`src/rtl/tt_switch_debounce_if.sv`:
```
// Switch conditioner bus: raw switch bits in, debounced level and edge pulses out.
interface tt_switch_debounce_if #(
  parameter int WIDTH = 8
);
  logic [WIDTH-1:0] sw_raw;
  logic [WIDTH-1:0] sw_stable;
  logic [WIDTH-1:0] sw_rise;
  logic [WIDTH-1:0] sw_fall;
  logic             any_change;

  modport master (output sw_raw, input sw_stable, sw_rise, sw_fall, any_change);
  modport slave  (input sw_raw, output sw_stable, sw_rise, sw_fall, any_change);
endinterface

```
`src/rtl/tt_switch_debounce.sv`:
```
// Per-bit synchroniser + debouncer for raw Tiny Tapeout switch inputs.
// Each bit is an independent lane; edge pulses are registered alongside the level.
module tt_switch_debounce_lane #(
  parameter int SYNC_STAGES     = 2,
  parameter int DEBOUNCE_CYCLES = 50000,
  parameter int CNT_W           = 16
) (
  input  logic clk,
  input  logic rst_n,
  input  logic ena,
  input  logic raw,
  output logic stable,
  output logic rise,
  output logic fall
);
  logic [SYNC_STAGES-1:0] sync_q;
  logic [CNT_W-1:0]       cnt;
  logic                   sync;

  assign sync = sync_q[SYNC_STAGES-1];

  // Synchroniser runs regardless of ena so the sampled view is never stale.
  always_ff @(posedge clk or negedge rst_n) begin
    if (!rst_n) sync_q <= '0;
    else        sync_q <= {sync_q[SYNC_STAGES-2:0], raw};
  end

  always_ff @(posedge clk or negedge rst_n) begin
    if (!rst_n) begin
      cnt    <= '0;
      stable <= 1'b0;
      rise   <= 1'b0;
      fall   <= 1'b0;
    end else begin
      rise <= 1'b0;
      fall <= 1'b0;
      if (ena) begin
        if (sync == stable) begin
          cnt <= '0;
        end else if (cnt == CNT_W'(DEBOUNCE_CYCLES - 1)) begin
          // Change held long enough: commit and flag the direction.
          stable <= sync;
          cnt    <= '0;
          rise   <= sync;
          fall   <= ~sync;
        end else begin
          cnt <= cnt + CNT_W'(1);
        end
      end
    end
  end
endmodule

module tt_switch_debounce #(
  parameter int WIDTH           = 8,
  parameter int SYNC_STAGES     = 2,
  parameter int DEBOUNCE_CYCLES = 50000
) (
  input  logic                 clk,
  input  logic                 rst_n,
  input  logic                 ena,
  tt_switch_debounce_if.slave  sw
);
  localparam int CNT_W = $clog2(DEBOUNCE_CYCLES + 1);

  logic [WIDTH-1:0] stable_w;
  logic [WIDTH-1:0] rise_w;
  logic [WIDTH-1:0] fall_w;

  tt_switch_debounce_lane #(
    .SYNC_STAGES    (SYNC_STAGES),
    .DEBOUNCE_CYCLES(DEBOUNCE_CYCLES),
    .CNT_W          (CNT_W)
  ) u_lane [WIDTH-1:0] (
    .clk   (clk),
    .rst_n (rst_n),
    .ena   (ena),
    .raw   (sw.sw_raw),
    .stable(stable_w),
    .rise  (rise_w),
    .fall  (fall_w)
  );

  assign sw.sw_stable  = stable_w;
  assign sw.sw_rise    = rise_w;
  assign sw.sw_fall    = fall_w;
  assign sw.any_change = |(rise_w | fall_w);
endmodule

```
`src/flat_wrapper.sv`:
```
// flat-port wrapper written by rule: the top's interface ports become plain ports
module tt_switch_debounce_flat 
#(
  parameter int WIDTH           = 8,
  parameter int SYNC_STAGES     = 2,
  parameter int DEBOUNCE_CYCLES = 50000
)
  (clk, rst_n, ena, sw_sw_raw, sw_sw_stable, sw_sw_rise, sw_sw_fall, sw_any_change);
  tt_switch_debounce_if #(.WIDTH(WIDTH)) sw_i ();
  input  logic clk;
  input  logic rst_n;
  input  logic ena;
  input wire logic [$bits(sw_i.sw_raw)-1:0] sw_sw_raw;
  output wire logic [$bits(sw_i.sw_stable)-1:0] sw_sw_stable;
  output wire logic [$bits(sw_i.sw_rise)-1:0] sw_sw_rise;
  output wire logic [$bits(sw_i.sw_fall)-1:0] sw_sw_fall;
  output wire logic [$bits(sw_i.any_change)-1:0] sw_any_change;
  assign sw_i.sw_raw = sw_sw_raw;
  assign sw_sw_stable = sw_i.sw_stable;
  assign sw_sw_rise = sw_i.sw_rise;
  assign sw_sw_fall = sw_i.sw_fall;
  assign sw_any_change = sw_i.any_change;
  tt_switch_debounce #(.WIDTH(WIDTH), .SYNC_STAGES(SYNC_STAGES), .DEBOUNCE_CYCLES(DEBOUNCE_CYCLES)) u_core (.clk(clk), .rst_n(rst_n), .ena(ena), .sw(sw_i));
endmodule
```
`config.mk`:
```
export PLATFORM = sky130hd
export DESIGN_NAME = tt_switch_debounce_flat
export DESIGN_NICKNAME = d
export VERILOG_FILES = /design/src/rtl/tt_switch_debounce_if.sv /design/src/rtl/tt_switch_debounce.sv /design/src/flat_wrapper.sv
export SDC_FILE = /design/constraint.sdc
export NUM_CORES = 1
export LEC_CHECK = 0
export ABC_AREA = 1
export CAP_MARGIN = 20
export CORE_UTILIZATION = 40
export DETAILED_ROUTE_END_ITERATION = 6
export MAX_ROUTING_LAYER = met4
export PLACE_DENSITY = 0.61
export SYNTH_ARGS = -nofsm -noshare
export SYNTH_HDL_FRONTEND = slang
export SYNTH_SLANG_ARGS = --single-unit
```
`constraint.sdc`:
```
create_clock -name clk -period 1.53 [get_ports clk]
set_clock_uncertainty 0.15 [all_clocks]
set_input_delay 0.2295 -clock clk [delete_from_list [all_inputs] [get_ports clk]]
set_output_delay 0.2295 -clock clk [all_outputs]
set_load 0.02 [all_outputs]
```
# Yosys cells after proc, flatten, opt, wreduce, memory -nomap -nowiden
# Index checks and enable logic that the tools add are counted.
[totals] inputBits=11 latch_bits=0 n_memories=0 regBits=168 mem_bits_ro=0 output_inout_bits=25 wordCells=154 mem_bits_rw=0
[classes] div_mod_pow=0 n_mul=0 addsub=8 reduce_logical=9 n_eq_ne=16 order_cmp=0 shifts=0 muxes=64 n_bitwise=17
[ops] op="$mux W16" count=16
[ops] op="$add A16 B1 Y16 const B" count=8
[ops] op="$eq A16 B16 Y1 const B" count=8
[ops] op="$mux W1" count=48
[ops] op="$reduce_and A3 Y1" count=8
[ops] op="$not A1 Y1" count=16
[ops] op="$eq A1 B1 Y1" count=8
[ops] op="$or A8 B8 Y8" count=1
[ops] op="$reduce_or A8 Y1" count=1

# Logic depth before layout (Yosys ltp)
[depth] depth_word=4 depth_mapped=10 depth_no_buf=10

# Hierarchy
# A second synthesis with hierarchy kept.
[hier_totals] cells_unflattened=1263 area_unflattened_um2=10045.9
[modules_own_cells] mod="tt_switch_debounce_lane" cells_per_inst=156 area_each_um2=1248.7 seq_area_each_um2=525.5 instances=8
[modules_own_cells] mod="tt_switch_debounce" cells_per_inst=15 area_each_um2=56.3 seq_area_each_um2=0.0 instances=1

# Least setup slack after synthesis
# Ideal clock, no wire load.
[synth_timing] path_type="register to register" from="register u_core.u_lane[5].cnt[0]" to="register u_core.u_lane[5].cnt[11]" arrival_ps=1247 path_stages_with_launch=10 t_required_ps=1265 synth_period_minus_slack_ps=1512 path_buffers=1 path_slack_ps=18 setup_ps=115 cell_sequence="dfrtp_1 ha_1 nand3_2 nor2_4 nand3_4 nand2_4 buf_6 nor2_2 nand2_2 nand2_2"
[synth_via] elab_chain_cells=3 elab_cells_between_ends=4 cone_classes="add/sub: 1; eq/ne: 1; mux: 2"
[synth_lines] item="start, declared" line_no="tt_switch_debounce.sv:17" source="logic [CNT_W-1:0] cnt;"
[synth_lines] item="start signal, assigned" line_no="tt_switch_debounce.sv:47" source="cnt <= cnt + CNT_W'(1);"
[synth_lines] item="$add A16 B1 Y16 or $eq A16 B16 Y1 (tied branches)" line_no="tt_switch_debounce.sv:47, tt_switch_debounce.sv:40"
[synth_lines] item="$mux W16 *" line_no="tt_switch_debounce.sv:40" source="end else if (cnt == CNT_W'(DEBOUNCE_CYCLES - 1)) begin"
[synth_lines] item="$mux W16 *" line_no="tt_switch_debounce.sv:38" source="if (sync == stable) begin"
# Every way passes the cells marked *; elsewhere a longest branch is shown, timed or not.
# A chain may end at the register's enable or synchronous reset.

# Worst setup path in the final report
[layout_timing] from="register u_core.u_lane[0].fall" to="output sw_any_change"
[layout_via] elab_chain_cells=2
[layout_lines] item="start, declared" line_no="tt_switch_debounce.sv:14" source="output logic fall"
[layout_lines] item="start signal, assigned" line_no="tt_switch_debounce.sv:45" source="fall <= ~sync;"
[layout_lines] item="$or A8 B8 Y8" line_no="tt_switch_debounce.sv:87" source="assign sw.any_change = |(rise_w | fall_w);"
[layout_lines] item="$reduce_or A8 Y1" line_no="tt_switch_debounce.sv:87"
[layout_lines] item="end, declared" line_no="flat_wrapper.sv:17" source="output wire logic [$bits(sw_i.any_change)-1:0] sw_any_change;"
# No other way between the ends.

==> run summary <==
Max Slew Vio Count - 0
synthesized flop and latch total - 168
vias in the first global route - 8108
Vias - 8739
final hold vios - 0
Max Cap Viol - 0
Post-Syn Area per Cell - 7.68 sq um
Die H - 156 um
Synth Net Count - 1247
sequential share of the synthesized area - 44.6%
Netlist cell types - 41
share of layout cells above drive strength 1 - 35.0%
via/cell ratio - 4.96
Crit Path Max Fanout - 2
Switch Pwr - 2.51 mW
critical setup path kind - reg -> out
Synth Cell Area - 9430 sq um
TritonRoute pass-1 iters - 5
min-delay worst type - in -> reg
TritonCTS Sinks - 168
Net count, final - 1455
CTS max path bufs - 2
final WL - 24700 um
most common cell after layout, fill and taps aside - nand2_1
initial core utilization - 41.3%
Sw Ratio - 24.6%
Max Clk Rate - 514 MHz
Setup-failing EPs final - 56
global-route wire length before repair - 39400 um
CP arrival - 1.57 ns
GR Overflow Total - 0
Clock power frac - 46.2%
Placer Congestion - 0.888
initial antenna violation count - 0
LEAKAGE - 5.74 nW
Combinational Power Share - 8.3%
CTS Buf Count - 17
DRC Markers - 0
Mapped Cells - 1228
HPWL Detailed - 16100 um
clock-pin transition on the worst setup and hold timing paths - 0.07 ns
status - finished, violations left
minimum clock period - 1.95 ns
WHS Path Cells - 1
WP data required - 1.15 ns
CP startpoint kind - flip-flop
part of the power in registers - 45.5%
GR Util All Layers - 21.0%
RSZ-0062 raised after global routing - true
cells on worst reg2reg path - 7
CORE AREA - 22800 sq um
crit end category - output port
largest net degree at the start of global routing - 46
failing checks - setup timing
row cnt - 55
fin util - 57.5%
pwr dens - 777 nW/um^2
Die ar. - 24200 sq um
Clk Latency, worst-skew pair - 0.44 ns
root buffer selected by CTS - clkbuf_16
htree depth - 4
final setup margin - -0.416 ns
peak supply drop - 0.537 mV
chip width - 156 um
# placed instances - 1683
period utilization - 127%
Filler cells - 2010
most used cells in the layout excluding fill and tap cells - nand2_1 (306), buf_4 (170), dfrtp_1 (152)
placed inst area - 11100 sq um
final instance area - 13100 sq um
fin cells - 1762
Ports - 36
n_diodes - 0
Area growth, synth to finish - 39.4%
CTS tree - built
Antenna Violating Nets Remaining - 0
per-cell routed wire length - 14.0 um
Internal Pwr Total - 7.70 mW
I/O Buffers - 35
1st-iter DRT viols - 441
measured slew at the worst slew-check pin - 0.398 ns
YS warnings - 0
Relative slew margins - 73.5%
-- critical path, stage by stage (launching register included) --
cell	delay [ns]
dfrtp_1	0.39
nor4_2	0.31
buf_4	0.18
nand4_1	0.08
buf_2	0.18
-- registers in the layout, indices dropped and copies added (netlist names) --
signal	cells
u_core.u_lane.cnt	128
u_core.u_lane.fall	8
u_core.u_lane.rise	8
u_core.u_lane.stable	8
u_core.u_lane.sync_q	16
-- final timing paths --
kind,end,slack [ns],from
max,sw_any_change,-0.42,u_core.u_lane[0].fall$_DFF_PN0_
min reg2reg,u_core.u_lane[5].sync_q[1]$_DFF_PN0_,0.20,u_core.u_lane[5].sync_q[0]$_DFF_PN0_
min,u_core.u_lane[7].sync_q[0]$_DFF_PN0_,0.08,sw_sw_raw[7]
max in group asynchronous,u_core.u_lane[0].cnt[4]$_DFFE_PN0P_,0.60,rst_n
min in group asynchronous,u_core.u_lane[6].cnt[15]$_DFFE_PN0P_,0.09,rst_n
max reg2reg,u_core.u_lane[7].stable$_DFFE_PN0P_,-0.13,u_core.u_lane[7].cnt[1]$_DFFE_PN0P_
-- timing repair --
action                                  4_1_cts  5_1_grt
hold buffers                                  1        0
gates resized for setup                     201      224
setup buffers                                10       32
pin swaps                                    37       83
endpoints found under the setup margin      138      154
hold endpoints to repair                    168        0
gates cloned                                  5        1
-- cells in the mapped netlist, drive strengths merged --
master	instances	share of area, %
a21boi	1	0.080
a31oi	1	0.066
xnor2	9	0.84
nand2	354	15
o21ai	80	4.3
buf	37	2.8
ha	8	1.1
dfrtp	168	45
nor3	24	1.5
clkinv	1	0.040
o41ai	1	0.093
nand3	87	5.2
nor2	175	8.2
o21bai	9	0.76
or2	3	0.20
and3	1	0.066
o22ai	28	1.9
a31o	1	0.093
inv	127	5.1
a21oi	8	0.46
and2	1	0.066
nand4	46	3.1
nor4	4	0.27
xor2	46	4.3
clkbuf	7	0.28
nand3b	1	0.080
-- metal layers --
layer,share of wire [%],up-vias,global-route usage [%],wire length (um)
met4,2.2,0,6.63,542
met5,0,-,-,0
met1,46,4226,27.7,11300
li1,-,4371,-,-
met2,49,106,33.4,12200
met3,2.4,36,3.12,599
-- area by class of cell --
type	instances	area, sq um	area share [%]
sequential	168	4220	32.1
timing repair buffer	227	1840	14.0
clock inverter	13	191	1.46
clock buffer	19	443	3.37
tap	313	392	2.98
multi-input combinational	894	5560	42.3
inverter	128	487	3.70
-- per-stage QoR --
| step | setup WS, ns | power, mW | setup TNS [ns] | hold slack [ns] |
|---|---|---|---|---|
| CTS | -0.422 | 10.2 | -1.73 | 0.0586 |
| floorplan | 0.0183 | 4.97 | 0 | -0.216 |
| finish | -0.416 | 10.2 | -3.01 | 0.0753 |
| global route | -0.522 | 10.6 | -8.81 | 0.0648 |
| detailed placement | -0.355 | 5.35 | -4.51 | -0.00432 |
| global placement | -0.384 | 5.34 | -2.91 | -0.00291 |
-- cell families (layout without fill, tap and decap cells) --
kind of cell,count (synthesis),after routing,synth area share [%]
AO/OA/AOI/OAI,129,129,7.74
XOR/XNOR,55,55,5.11
adder cells (fa/ha/maj),8,8,1.06
flip-flops,168,168,44.6
AND/OR/NAND/NOR,696,702,33.3
buffers and inverters,172,387,8.16
-- power groups by stage --
stage	sequential [mW]	clock [mW]	combinational [mW]
after detailed placement	4.69	0	0.661
after CTS	4.62	4.81	0.728
after floorplan	4.70	0	0.275
final	4.65	4.71	0.850
after global routing	4.66	5.03	0.935
after global placement	4.69	0	0.650
(Power assumes the default switching activity.)
==> RTL change 1, RTL diff (config.mk and constraints unchanged) <==
Register the input `ena` before use, without a reset. The logic sees it one clock later. The other inputs are not delayed to match.
--- a/src/rtl/tt_switch_debounce.sv
+++ b/src/rtl/tt_switch_debounce.sv
@@ -65,2 +65,8 @@
 
+  logic ena_q;
+
+  always_ff @(posedge clk) begin
+      ena_q <= ena;
+  end
+
   logic [WIDTH-1:0] stable_w;
@@ -76,3 +82,3 @@
     .rst_n (rst_n),
-    .ena   (ena),
+    .ena   (ena_q),
     .raw   (sw.sw_raw),
Check against the original RTL: no difference found for any inputs over 4 cycles, from zero or initial values and one cycle with rst_n low; that may be too few to reach the edited logic, so the function may still have changed.
==> RTL change 1 against the unedited design <==
  * The run still ends with setup timing left
  * Highest routed layer unchanged
  * First-iteration DRC count increased by 20%
  * Worst setup slack improved by 0.044 ns
  * Area after synthesis increased by 3.7%
  * Design area decreased by 1.3%
  * Power increased by 0.23%
  * Worst hold slack improved by 0.0098 ns
  * Wire length about the same
  * Sequential cell count increased by 1
==> RTL change 1: results (changes against the unedited design) <==
Run status
  – Outcome: finished with violations
  – Violated checks: setup timing

Setup path
  – Flop2flop setup slack: -0.04 ns (+0.09 ns)
  – CP startpoint: u_core.u_lane[2].fall

Place
  – HPWL after DPL: 17.0 mm (+5.1%)
  – Placement Cell Area: 11300 sq um (+2.5%)
  – Gpl congestion: 0.919 (+3.5%)

Pwr
  – Worst VDD drop: 0.513 mV (-4.5%)
  – Pwr dens: 789 nW/um^2 (+1.5%)
  – Pleak: 0.00587 uW (+2.2%)

Hold path
  – Hold endpoint: u_core.u_lane[6].sync_q[0]

Yosys
  – Mux contribution to synthesized area: 0.307% (+0.31 points)
  – Sequential share of the synthesized area: 43.2% (-1.4 points)
  – Post-synthesis async set-or-reset flop share: 99.4% (-0.59 points)
  – Post-Synth Adder-Cell Area: 1.02% (-0.038 points)
  – Post-Synth XOR/XNOR Area: 3.05% (-2.1 points)

Timing
  – Worst setup margin: -0.372 ns (+0.0436 ns)
  – Setup Viol. Count Final: 3 (-95%)

Final layout
  – Fin cells: 1857 (+5.4%)
  – Layout cell share with drive strength beyond 1: 27.7% (-7.3 points)
  – Nets: 1544 (+6.1%)

Global routing
  – First-pass GRT wire length: 40.5 mm (+2.9%)
  – Number of global-route vias before repair: 8661 (+6.8%)
  – Pin count of the biggest net entering global routing: 36 (-22%)

Routing
  – Vias: 9284 (+6.2%)
  – Drt total wl: 24.7 mm (about the same)

Clock tree
  – Latest clock arrival within the worst-skew pair: 0.42 ns (-0.02 ns)
RTL change 1: changes by cell type after synthesis, sizes merged, moves of 5 or more:
cell    delta
nor3      -19
xnor2      +5
nor2     +103
inv        -8
o21bai    +19
xor2      -26
a21oi     +24
o22ai     -24
or2        +8
o21ai     -50
nand3     +35
nand2     +52
RTL change 1: repair_timing:
action / in CTS / in global routing
resized for setup: 120 / 215
cloned: 2 / 0
buffers inserted: 3 / 29
pin swaps: 16 / 75
endpoints found under the setup margin: 109 / 138
hold endpoints to repair: 168 / 0
hold buffers: 1 / 0
RTL change 1: cells by family (layout without fill, tap and decap cells):
| group | count (synthesis) | after routing |
|---|---|---|
| flip-flops | 169 | 169 |
| XOR/XNOR | 34 | 34 |
| buffers and inverters | 163 | 349 |
| multiplexers | 3 | 3 |
| adder cells (fa/ha/maj) | 8 | 8 |
| AND/OR/NAND/NOR | 875 | 875 |
| AO/OA/AOI/OAI | 98 | 100 |
RTL change 1: cell type report:
type	count	area [sq um]
well taps	319	399
repair buffers	198	1660
multi-input cells	1020	5660
inverters	119	449
flip-flops and latches	169	4250
fillers	2172	10800
clock inverters	11	111
clock buffers	21	450
RTL change 1: metrics by stage:
step | hold WS, ns | worst slack (ns)
after global routing | 0.0785 | -0.466
after floorplan | -0.216 | 0.0226
after global placement | 0.0117 | -0.419
after detailed placement | 0.0175 | -0.386
final | 0.0851 | -0.372
after CTS | 0.0752 | -0.420
RTL change 1: layer usage:
layer	GRT usage [%]	wire, microns
met5	-	0
met1	26.9	11300
met2	33.8	12300
met3	3.18	812
met4	5.27	251
RTL change 1: critical path: cells and delay by family, from the launching register on:
family / cells / cell delay, ns
AND/OR/NAND/NOR: 2 / 0.37
flip-flops: 1 / 0.38
buffers and inverters: 2 / 0.36
==> RTL change 2, RTL diff (same flow settings) <==
Without the edit above. `WIDTH` is set to 8 in 3 places; all go to 10.
--- a/src/rtl/tt_switch_debounce_if.sv
+++ b/src/rtl/tt_switch_debounce_if.sv
@@ -2,3 +2,3 @@
 interface tt_switch_debounce_if #(
-  parameter int WIDTH = 8
+  parameter int WIDTH = 10
 );
--- a/src/rtl/tt_switch_debounce.sv
+++ b/src/rtl/tt_switch_debounce.sv
@@ -54,3 +54,3 @@
 module tt_switch_debounce #(
-  parameter int WIDTH           = 8,
+  parameter int WIDTH           = 10,
   parameter int SYNC_STAGES     = 2,
--- a/src/flat_wrapper.sv
+++ b/src/flat_wrapper.sv
@@ -3,3 +3,3 @@
 #(
-  parameter int WIDTH           = 8,
+  parameter int WIDTH           = 10,
   parameter int SYNC_STAGES     = 2,
Interface: changed (resized sw_sw_fall, sw_sw_raw, sw_sw_rise and sw_sw_stable); port bits go from 36 to 44. The function was not compared with the original's and may differ.
==> RTL change 2 against the unedited design <==
  * Sequential cell count is 42 higher
  * Design area is 28% higher
  * Combinational power is 34% higher
  * Largest power group unchanged
  * Power is 30% higher
  * Final cell count is 28% higher
  * The flow still finishes with violations (setup timing)
  * Area after synthesis is 27% higher
  * First-iteration DRC count is 39% higher
  * Sequential share of layout area is 0.72 points lower
  * Wire length is 26% higher
  * Worst setup slack worse by 0.21 ns
==> RTL change 2: results (changes against the unedited design) <==
Run status
  – Outcome: finished with violations
  – Violated checks: setup timing

Timing
  – Worst setup margin: -0.625 ns (-0.209 ns)
  – Worst rel slew slack: 68.5% (-5.0 points)
  – Setup Viol. Count Final: 47 (-16%)
  – TNS Setup: -3.46 ns (-0.453 ns)
  – Final Cycle Share: 141% (+14 points)

Clock tree
  – Hold buffer count at CTS: 12 (+11)
  – H-tree Lvls: 1 (-3)
  – PostCTS Resize Cnt: 250 (+24%)
  – CTS max path bufs: 3 (+1)
  – Postcts setup bufs: 15 (+5)
  – Latest clock arrival within the worst-skew pair: 0.53 ns (+0.09 ns)

Place
  – HPWL after DPL: 20.4 mm (+27%)
  – # port buffers: 43 (+23%)
  – Gpl congestion: 0.903 (+1.7%)
  – Dpl ws: -0.776 ns (-0.420 ns)
  – Dpl cells: 2138 (+27%)
  – Placement Cell Area: 14100 sq um (+28%)

Yosys
  – Synth top area cells: dfrtp_1 (44%), nand2_1 (15%), nor2_1 (5.8%)
  – Yosys cell types: 38 (-7.3%)
  – Sequential share of the synthesized area: 43.9% (-0.69 points)
  – Commonest cells in the netlist: nand2_1 (474), dfrtp_1 (210), nor2_1 (186)
  – Post-synth net total: 1591 (+28%)
  – Syn avg cell area: 7.63 sq um (-0.56%)

Final layout
  – Seq/total area: 31.4% (-0.72 points)
  – Biggest regs: u_core.u_lane.cnt (160), u_core.u_lane.sync_q (20)
  – Clkbuf count: 37 (+18)
  – Layout cell share with drive strength beyond 1: 32.8% (-2.2 points)
  – Multi-input gates: 1150 (+29%)
  – Non-clk invs: 162 (+27%)
  – Number of non-clock buffers in the layout: 306 (+35%)
  – ClkCell Share: 5.28% (+0.45 points)
  – Area occupied by multi-input gates: 6860 sq um (+23%)
  – Layout Utilization: 57.8% (+0.30 points)
  – Number of fillers in the final layout: 2509 (+25%)
  – Nets: 1879 (+29%)

Routing
  – Drt total wl: 31.1 mm (+26%)
  – Post-DR vias/cell: 4.95 (-0.17%)
  – Wire per inst: 13.8 microns (-1.6%)
  – DRT iter0 DRCs: 614 (+39%)

Setup path
  – WP data arrival: 1.78 ns (+0.21 ns)
  – Crit-path leading delay family: simple AND/OR/NAND/NOR gates
  – Worst path max stage delay: 0.40 ns

Global routing
  – Pin count of the biggest net entering global routing: 60 (+30%)
  – GRT Overall Usage: 20.2% (-0.81 points)
  – Number of global-route vias before repair: 10800 (+33%)
  – First-pass GRT wire length: 50.4 mm (+28%)

Pwr
  – Worst VDD drop: 0.755 mV (+41%)
  – Pleak: 0.00765 uW (+33%)

Floorplanning
  – Die area: 30600 sq um (+27%)
-- RTL change 2: cell types whose count changed in the layout (fill, tap and decap cells not counted), moves of 12 or more --
| cell | delta |
|---|---|
| buf_4 | +30 |
| inv_1 | +33 |
| nor2_1 | +51 |
| buf_6 | +39 |
| o21ai_2 | +19 |
| nand3_1 | +12 |
| o21ai_0 | -25 |
| nand4_1 | +32 |
| nand2_1 | +142 |
| dfrtp_1 | +34 |
-- RTL change 2: report_power, final --
group / internal, uW / switching [uW] / total, uW
logic: 522 / 616 / 1140
clock network: 3920 / 2440 / 6360
registers: 5680 / 129 / 5810
-- RTL change 2: cells by family after synthesis --
family	after synthesis	synth area share (%)
AOI/OAI and AO/OA	126	6.84
xor gates and xnor gates	73	5.34
adders and majority gates	10	1.05
buffers and inverters	214	7.90
DFF	210	43.9
and+or+nand+nor	935	35.0
-- RTL change 2: worst paths after layout --
check	endpoint	cells after the start	start	slack, ns
max	sw_any_change	5	u_core.u_lane[7].rise	-0.62
min	u_core.u_lane[0].sync_q[0]	1	sw_sw_raw[0]	0.06
max reg2reg	u_core.u_lane[0].cnt[5]	7	u_core.u_lane[0].cnt[0]	-0.19
min reg2reg	u_core.u_lane[7].sync_q[1]	0	u_core.u_lane[7].sync_q[0]	0.20
max in group asynchronous	u_core.u_lane[9].cnt[10]	3	rst_n	0.20
min in group asynchronous	u_core.u_lane[8].cnt[6]	3	rst_n	0.15
-- RTL change 2: routing by layer --
metal	part of all wire (%)	vias up	track usage [%]	routed length, microns
met5	0	-	-	0
met4	2.1	0	4.82	667
met3	3.7	50	2.13	1140
met2	50	200	34.5	15500
met1	44	5332	25.8	13800
li1	-	5608	-	-
